<file path="src/rtl/rr_bus_arbiter_if.sv">
// rr_bus_arbiter_if: request/grant bundle between the masters and the round-robin arbiter
interface rr_bus_arbiter_if #(parameter int N = 2);
  logic [(1<<N)-1:0] req;
  logic              done;
  logic [(1<<N)-1:0] grant;
  logic [N-1:0]      grant_id;
  logic              grant_valid;
  logic              timeout;
  modport master (output req, output done, input grant, input grant_id, input grant_valid, input timeout);
  modport slave  (input req, input done, output grant, output grant_id, output grant_valid, output timeout);
endinterface

</file>
<file path="src/rtl/rr_bus_arbiter.sv">
// rr_bus_arbiter: round-robin bus arbiter with grant held until done or watchdog expiry
module rr_bus_arbiter #(
  parameter int N        = 2,
  parameter int MAX_HOLD = 16,
  parameter int CW       = 5
) (
  input logic              clk,
  input logic              rstn,
  rr_bus_arbiter_if.slave  bus
);
  localparam int R = 1 << N;
  typedef enum logic {IDLE, BUSY} state_t;
  state_t        state, state_n;
  logic [N-1:0]  ptr, ptr_n, id_n, base, sel;
  logic [CW-1:0] cnt, cnt_n;
  logic          valid_n, timeout_n, any;
  // first requester in rotated order; on a BUSY release the rotation starts past the served requester
  always_comb begin
    base = (state == BUSY) ? bus.grant_id + N'(1) : ptr;
    sel  = '0;
    any  = 1'b0;
    for (int i = R - 1; i >= 0; i--)
      if (bus.req[base + N'(i)]) begin
        sel = base + N'(i);
        any = 1'b1;
      end
  end
  // next state: grant on request, hold until done (zero-bubble handoff) or watchdog release
  always_comb begin
    state_n   = state;
    ptr_n     = ptr;
    cnt_n     = cnt;
    id_n      = bus.grant_id;
    valid_n   = bus.grant_valid;
    timeout_n = 1'b0;
    if (state == IDLE) begin
      if (any) begin
        state_n = BUSY;
        id_n    = sel;
        valid_n = 1'b1;
        cnt_n   = '0;
      end
    end else begin
      cnt_n = cnt + CW'(1);
      if (bus.done) begin
        ptr_n   = bus.grant_id + N'(1);
        state_n = any ? BUSY : IDLE;
        id_n    = any ? sel : '0;
        valid_n = any;
        cnt_n   = '0;
      end else if (cnt == CW'(MAX_HOLD - 1)) begin
        ptr_n     = bus.grant_id + N'(1);
        state_n   = IDLE;
        id_n      = '0;
        valid_n   = 1'b0;
        timeout_n = 1'b1;
        cnt_n     = '0;
      end
    end
  end
  // registered state and outputs; reset clears grant immediately
  always_ff @(posedge clk or negedge rstn) begin
    if (!rstn) begin
      state           <= IDLE;
      ptr             <= '0;
      cnt             <= '0;
      bus.grant       <= '0;
      bus.grant_id    <= '0;
      bus.grant_valid <= 1'b0;
      bus.timeout     <= 1'b0;
    end else begin
      state           <= state_n;
      ptr             <= ptr_n;
      cnt             <= cnt_n;
      bus.grant       <= valid_n ? {{(R-1){1'b0}}, 1'b1} << id_n : '0;
      bus.grant_id    <= id_n;
      bus.grant_valid <= valid_n;
      bus.timeout     <= timeout_n;
    end
  end
endmodule
</file>
<file path="src/flat_wrapper.sv">
// flat-port wrapper written by rule: the top's interface ports become plain ports
module rr_bus_arbiter_flat 
#(
  parameter int N        = 2,
  parameter int MAX_HOLD = 16,
  parameter int CW       = 5
)
  (clk, rstn, bus_req, bus_done, bus_grant, bus_grant_id, bus_grant_valid, bus_timeout);
  rr_bus_arbiter_if #(.N(N)) bus_i ();
  input logic clk;
  input logic rstn;
  input wire logic [$bits(bus_i.req)-1:0] bus_req;
  input wire logic [$bits(bus_i.done)-1:0] bus_done;
  output wire logic [$bits(bus_i.grant)-1:0] bus_grant;
  output wire logic [$bits(bus_i.grant_id)-1:0] bus_grant_id;
  output wire logic [$bits(bus_i.grant_valid)-1:0] bus_grant_valid;
  output wire logic [$bits(bus_i.timeout)-1:0] bus_timeout;
  assign bus_i.req = bus_req;
  assign bus_i.done = bus_done;
  assign bus_grant = bus_i.grant;
  assign bus_grant_id = bus_i.grant_id;
  assign bus_grant_valid = bus_i.grant_valid;
  assign bus_timeout = bus_i.timeout;
  rr_bus_arbiter #(.N(N), .MAX_HOLD(MAX_HOLD), .CW(CW)) u_core (.clk(clk), .rstn(rstn), .bus(bus_i));
endmodule
</file>
<file path="config.mk">
export PLATFORM = sky130hd
export DESIGN_NAME = rr_bus_arbiter_flat
export DESIGN_NICKNAME = d
export VERILOG_FILES = /design/src/rtl/rr_bus_arbiter_if.sv /design/src/rtl/rr_bus_arbiter.sv /design/src/flat_wrapper.sv
export SDC_FILE = /design/constraint.sdc
export NUM_CORES = 1
export LEC_CHECK = 0
export ABC_CLOCK_PERIOD_IN_PS = 1850
export BUFFER_PORTS_ARGS = -buffer_cell sky130_fd_sc_hd__clkbuf_2
export CAP_MARGIN = 40
export CORE_MARGIN = 5
export CORE_UTILIZATION = 29
export DETAILED_ROUTE_END_ITERATION = 16
export HOLD_SLACK_MARGIN = 0.02
export PLACE_DENSITY = 0.5
export RECOVER_POWER = 100
export SYNTH_ARGS = -nofsm -noshare
export SYNTH_HDL_FRONTEND = slang
export SYNTH_SLANG_ARGS = --single-unit
</file>
<file path="constraint.sdc">
create_clock -name clk -period 1.85 [get_ports clk]
set_clock_uncertainty 0.2 [all_clocks]
set_input_delay 0.185 -clock clk [delete_from_list [all_inputs] [get_ports clk]]
set_output_delay 0.185 -clock clk [all_outputs]
set_load 0.1 [all_outputs]
</file>
After elaboration in Yosys (flattened, before gate mapping)
Index checks and enable logic that the tools add are counted.
{ "word_totals": {"ff_bits": 16, "in_bits": 7, "out_inout_bits": 8, "word_cells": 61} }
{ "op_classes": {"n_mux": 40, "shifts": 1, "eq_ne": 1, "order_cmp": 4, "reduce_logical": 3, "addsub": 5} }
{ "ops": {"columns": ["cell", "count"], "rows": [
  ["two-way mux 2 bit", 12],
  ["two-way mux 5 bit", 4],
  ["two-way mux 1 bit", 19],
  ["< comparator 2 x 3 -> 1 bit, second input constant", 4],
  ["binary-select mux 1 bit (select 2 bit)", 4],
  ["adder 5 x 1 -> 5 bit, second input constant", 1],
  ["== test 5 x 4 -> 1 bit, second input constant", 1],
  ["adder 2 x 1 -> 2 bit, second input constant", 2],
  ["adder 2 bit, second input constant", 2],
  ["two-way mux 4 bit", 1],
  ["nonzero test 2 bit", 2],
  ["<< shifter 1 x 2 -> 4 bit, first input constant", 1],
  ["AND reduction 2 bit", 1]
]} }

Depth between registers and ports, before layout
{ "depth": {"ltp_word": 14, "mapped_depth": 6, "depth_no_buf": 6} }

Least setup slack after synthesis
Ideal clock, no wire load.
{ "synth_path": {"kind": "reg2reg", "startpoint": "register u_core.bus.grant_id[0]", "endpoint": "register u_core.bus.grant[3]", "synth_period_minus_slack_ns": 2.349, "setup_slack_ns": -0.499, "setup_time_ns": 0.120, "stages_incl_launch_ff": 6, "n_path_buf": 0, "t_required_ns": 1.530, "t_arrival_ns": 2.029, "path_cell_list": "dfrtp_1 -> and2_2 -> or3b_1 -> a21boi_1 -> o31ai_4 -> and3_1"} }
{ "synth_between": {"elab_chain_len": 14, "word_cells_on_any_way": 31, "cone_classes": "4 x add/sub; 1 x shift; 26 x mux"} }
{ "synth_rtl": {"columns": ["element", "line", "text"], "rows": [
  ["from (decl)", "rr_bus_arbiter_if.sv:10", "modport slave (input req, input done, output grant, output grant_id, output grant_valid, output timeout);"],
  ["from (signal assigned)", "rr_bus_arbiter.sv:76", "bus.grant_id <= id_n;"],
  ["adder 2 x 1 -> 2 bit *", "rr_bus_arbiter.sv:19", "base = (state == BUSY) ? bus.grant_id + N'(1) : ptr;"],
  ["two-way mux 2 bit *", "rr_bus_arbiter.sv:19", null],
  ["adder 2 bit", "rr_bus_arbiter.sv:23, rr_bus_arbiter.sv:24", null],
  ["binary-select mux 1 bit (select 2 bit)", "rr_bus_arbiter.sv:23", "if (bus.req[base + N'(i)]) begin"],
  ["two-way mux 1 bit (implied by the code)", "rr_bus_arbiter.sv:23", null],
  ["two-way mux 2 bit / two-way mux 1 bit (equally long branches) (4 in a row)", "rr_bus_arbiter.sv:23", null],
  ["two-way mux 2 bit", "rr_bus_arbiter.sv:48", "id_n = any ? sel : '0;"],
  ["two-way mux 2 bit", "rr_bus_arbiter.sv:45", "if (bus.done) begin"],
  ["two-way mux 2 bit *", "rr_bus_arbiter.sv:36", "if (state == IDLE) begin"],
  ["net u_core.id_n[1]", "rr_bus_arbiter.sv:14", "logic [N-1:0] ptr, ptr_n, id_n, base, sel;"],
  ["<< shifter 1 x 2 -> 4 bit *", "rr_bus_arbiter.sv:75", "bus.grant <= valid_n ? {{(R-1){1'b0}}, 1'b1} << id_n : '0;"],
  ["two-way mux 4 bit *", "rr_bus_arbiter.sv:75", null],
  ["to (signal assigned)", "rr_bus_arbiter.sv:75", null],
  ["to (decl)", "rr_bus_arbiter_if.sv:10", null]
]} }
The timed path passes the listed nets; every way through them passes the cells marked *. The select of a mux whose other input is x is not followed.
A chain may end at the register's enable or synchronous reset.

Worst setup path after layout
{ "layout_path": {"startpoint": "register u_core.bus.grant_id[0]", "endpoint": "register u_core.bus.grant[2]"} }
Same word-level chain as after synthesis.

==> reports/qor.yml <==
violations: "setup timing"
path_cells: "and2_4 -> or3b_4 -> a21boi_4 -> o31ai_4 -> nor3b_2"
synth_cells: 83
num_antenna_cells: 0
period_share: 1.003
crit_fanout: 8
initial_core_util: 0.3022
drive_gt1_frac: 0.4153
port_buffers: 14
die_w_um: 63.61
cts_inserted_buffers: 3
min_path_type: "in2reg"
clock_tree.htree_level_count: 1
reg2regPathDepth: 5
switchingPower_mw: 0.7423
grt_max_degree: 17
design.die.area_um2: 4046
p_clk_frac: 0.144
synth.area.top_cells: "dfrtp_1, o21ai_0, nor2_1"
antenna_found_initial: 0
clk_latency_ns: 0.28
finalSetupViolCount: 1
combPwrFrac: 0.526
yosysSeqAreaShare: 0.4805
drc: 0
cts_buffer_depth: 2
ys_warn_count: 0
grt_usage: 0.1040
drt_iter0_drc: 48
max_stage_delay_ns: 0.55
slew_headroom: 0.4199
ioPinCount: 15
antenna_left: 0
max-cap-violations: 0
power_density_nw_per_um2: 1354
worst_path_max_delay_cell: "dfrtp_4"
syn_to_final_growth_pct: 39.94
switching_share: 0.4702
cts_sinks: 16
place_inst: 140
routabilityCongestion: 0.8443
fin_area_um2: 1166
synth.net_count: 91
worst_setup_path_start_kind: "register"
row_count: 19
vias: 735
reg2reg_from: "u_core.bus.grant_id[0]$_DFF_PN0_"
internal_power_mw: 0.8365
core-area_um2: 2758
crit_start: "u_core.bus.grant_id[0]$_DFF_PN0_"
rrSetupSlack_ns: -0.006
grt_pass1_vias: 747
cts_tree: "yes"
p_leak_nw: 0.5236
wl_per_cell_um: 13.44
firstDrtPassIters: 4
cts.reportedPaths.clkPinSlew_ns: 0.10
required_ns: 1.82
p_total_mw: 1.579
p_seq_frac: 0.330
path_class: "reg2reg"
crit_arrival_ns: 1.83
endpoint: "u_core.bus.grant[2]$_DFF_PN0_"
ir_worst_vdd_uv: 982.2
grt.overflow.total: 0
outcome: "complete, but fails checks"
hold_violations: 0
r2r-end: "u_core.bus.grant[2]$_DFF_PN0_"
nets: 127
syn_avg_cell_area_um2: 10.04
grt_pass1_wl_um: 3429
fin_hold_ws_ns: 0.1500
finalCriticalPeriod_ns: 1.856
worstMarginPinSlew_ns: 0.8702
fin_setup_tns_ns: -0.005620
drt-total-wl_um: 2002
rsz0062_at_grt: "yes"
cts_root_buffer: "clkbuf_4"
final_max_slew_viol_count: 0
dp_hpwl_um: 1470
cp_num_cells: 5
ys_seq_elements: 16
endpoint_kind: "register"
critical-path-top-delay-family: "simple AND/OR/NAND/NOR gates"
yosys.area.top_type: "dfrtp_1"
synth_top_area_share: 0.4805
ys_types: 34
syn_area_um2: 833.3
fin_ws_ns: -0.005620
fin_cells: 149
max_freq_ghz: 0.5389
die_h_um: 63.61
avgViaCountPerCell: 4.933
post_dp_cell_area_um2: 1050
crit_buf_inv: 0
-- repair_timing --
action / CTS / global route
endpoints found under the setup margin: 5 / 4
hold endpoints to repair: 16 / 0
gates resized for setup: 3 / 8
hold buffers: 1 / 0
pin swaps: 1 / 6
buffers inserted: 2 / 2
-- cells by family after synthesis --
logic type / Yosys count / share of synthesized area
AND/OR/NAND/NOR: 34 / 0.2508
multiplexers: 1 / 0.01351
buffers and inverters: 3 / 0.01651
AO/OA/AOI/OAI: 27 / 0.2132
adder cells (fa/ha/maj): 1 / 0.01501
flip-flops: 16 / 0.4805
XOR/XNOR: 1 / 0.01051
-- power by group through the flow --
| stage | Combinational, mW | Clock, mW | Sequential [mW] |
|---|---|---|---|
| CTS | 0.748 | 0.237 | 0.505 |
| floorplan | 0.228 | 0 | 0.835 |
| global placement | 0.726 | 0 | 0.512 |
| global route | 0.879 | 0.248 | 0.534 |
| detailed placement | 0.724 | 0 | 0.512 |
| finish | 0.830 | 0.227 | 0.521 |
-- through the flow --
stage / util / setup slack [ns]
after global routing: 0.4229 / -0.04591
after floorplan: - / -0.06777
after detailed placement: 0.3807 / -0.09473
final: 0.4229 / -0.005620
after global placement: 0.3807 / -0.1037
after CTS: 0.4074 / 0.01519
-- worst min path at each step --
stage,from,to,slack (ns),cells after the start
2_1_floorplan,rstn,u_core.bus.grant[0]$_DFF_PN0_,-0.31,0
3_3_place_gp,rstn,u_core.cnt[4]$_DFFE_PN0P_,-0.07,1
3_5_place_dp,rstn,u_core.cnt[2]$_DFFE_PN0P_,-0.06,1
4_1_cts,bus_done,u_core.cnt[2]$_DFFE_PN0P_,0.14,5
5_1_grt,bus_done,u_core.cnt[2]$_DFFE_PN0P_,0.19,5
6_report,bus_done,u_core.cnt[2]$_DFFE_PN0P_,0.15,5
-- synthesized netlist by cell type, drive strengths merged --
library cell / n
xnor2: 1
buf: 2
a311o: 1
a22o: 1
or3b: 1
o21ai: 15
nand3b: 2
dfrtp: 16
inv: 1
or2: 1
and2: 1
nor2b: 2
nor3b: 3
nor4: 1
ha: 1
nand2b: 1
nand2: 5
a21o: 2
nand4b: 1
o31ai: 2
a31oi: 1
nor3: 2
and4b: 1
a21oi: 3
a21boi: 1
mux2: 1
nand3: 2
and3: 3
nor2: 8
o21a: 1
-- worst min-delay path, delay by kind of cell --
| kind | cells | cell delay (ns) |
|---|---|---|
| buf+inv | 2 | 0.24 |
| simple gates | 2 | 0.10 |
| compound gates | 1 | 0.06 |
-- final cells by class --
cell class,instances,area (um^2)
repair buffers,33,202.7
inverters,1,3.754
clock buffers,4,36.28
flip-flops and latches,16,409.1
fillers,273,1592
multi-input cells,64,475.5
well taps,31,38.79
-- per-layer routing --
layer | up-vias | wire, um | track usage
met4 | 0 | 27 | 0.04675
met5 | - | 0 | 0
met3 | 2 | 78 | 0.01954
met2 | 12 | 941 | 0.1650
li1 | 375 | - | -
met1 | 346 | 954 | 0.1357
-- flip-flops by register name, summed over array words and instances (netlist names) --
| register | count |
|---|---|
| u_core.bus.grant_id | 2 |
| u_core.cnt | 5 |
| u_core.bus.grant_valid | 1 |
| u_core.bus.grant | 4 |
| u_core.ptr | 2 |
| u_core.bus.timeout | 1 |
| u_core.state | 1 |
-- placed cells by master, fill, tap and decap left out, types with 3 or more instances in the layout --
master    Yosys  final
buf_4         0     15
clkbuf_2      0     13
dfrtp_1      16     13
o21ai_0      14     12
nor2_1        8      8
nand2_1       5      5
clkbuf_1      0      4
clkbuf_4      0      3
Note: power is estimated with default switching activity, not from simulation.
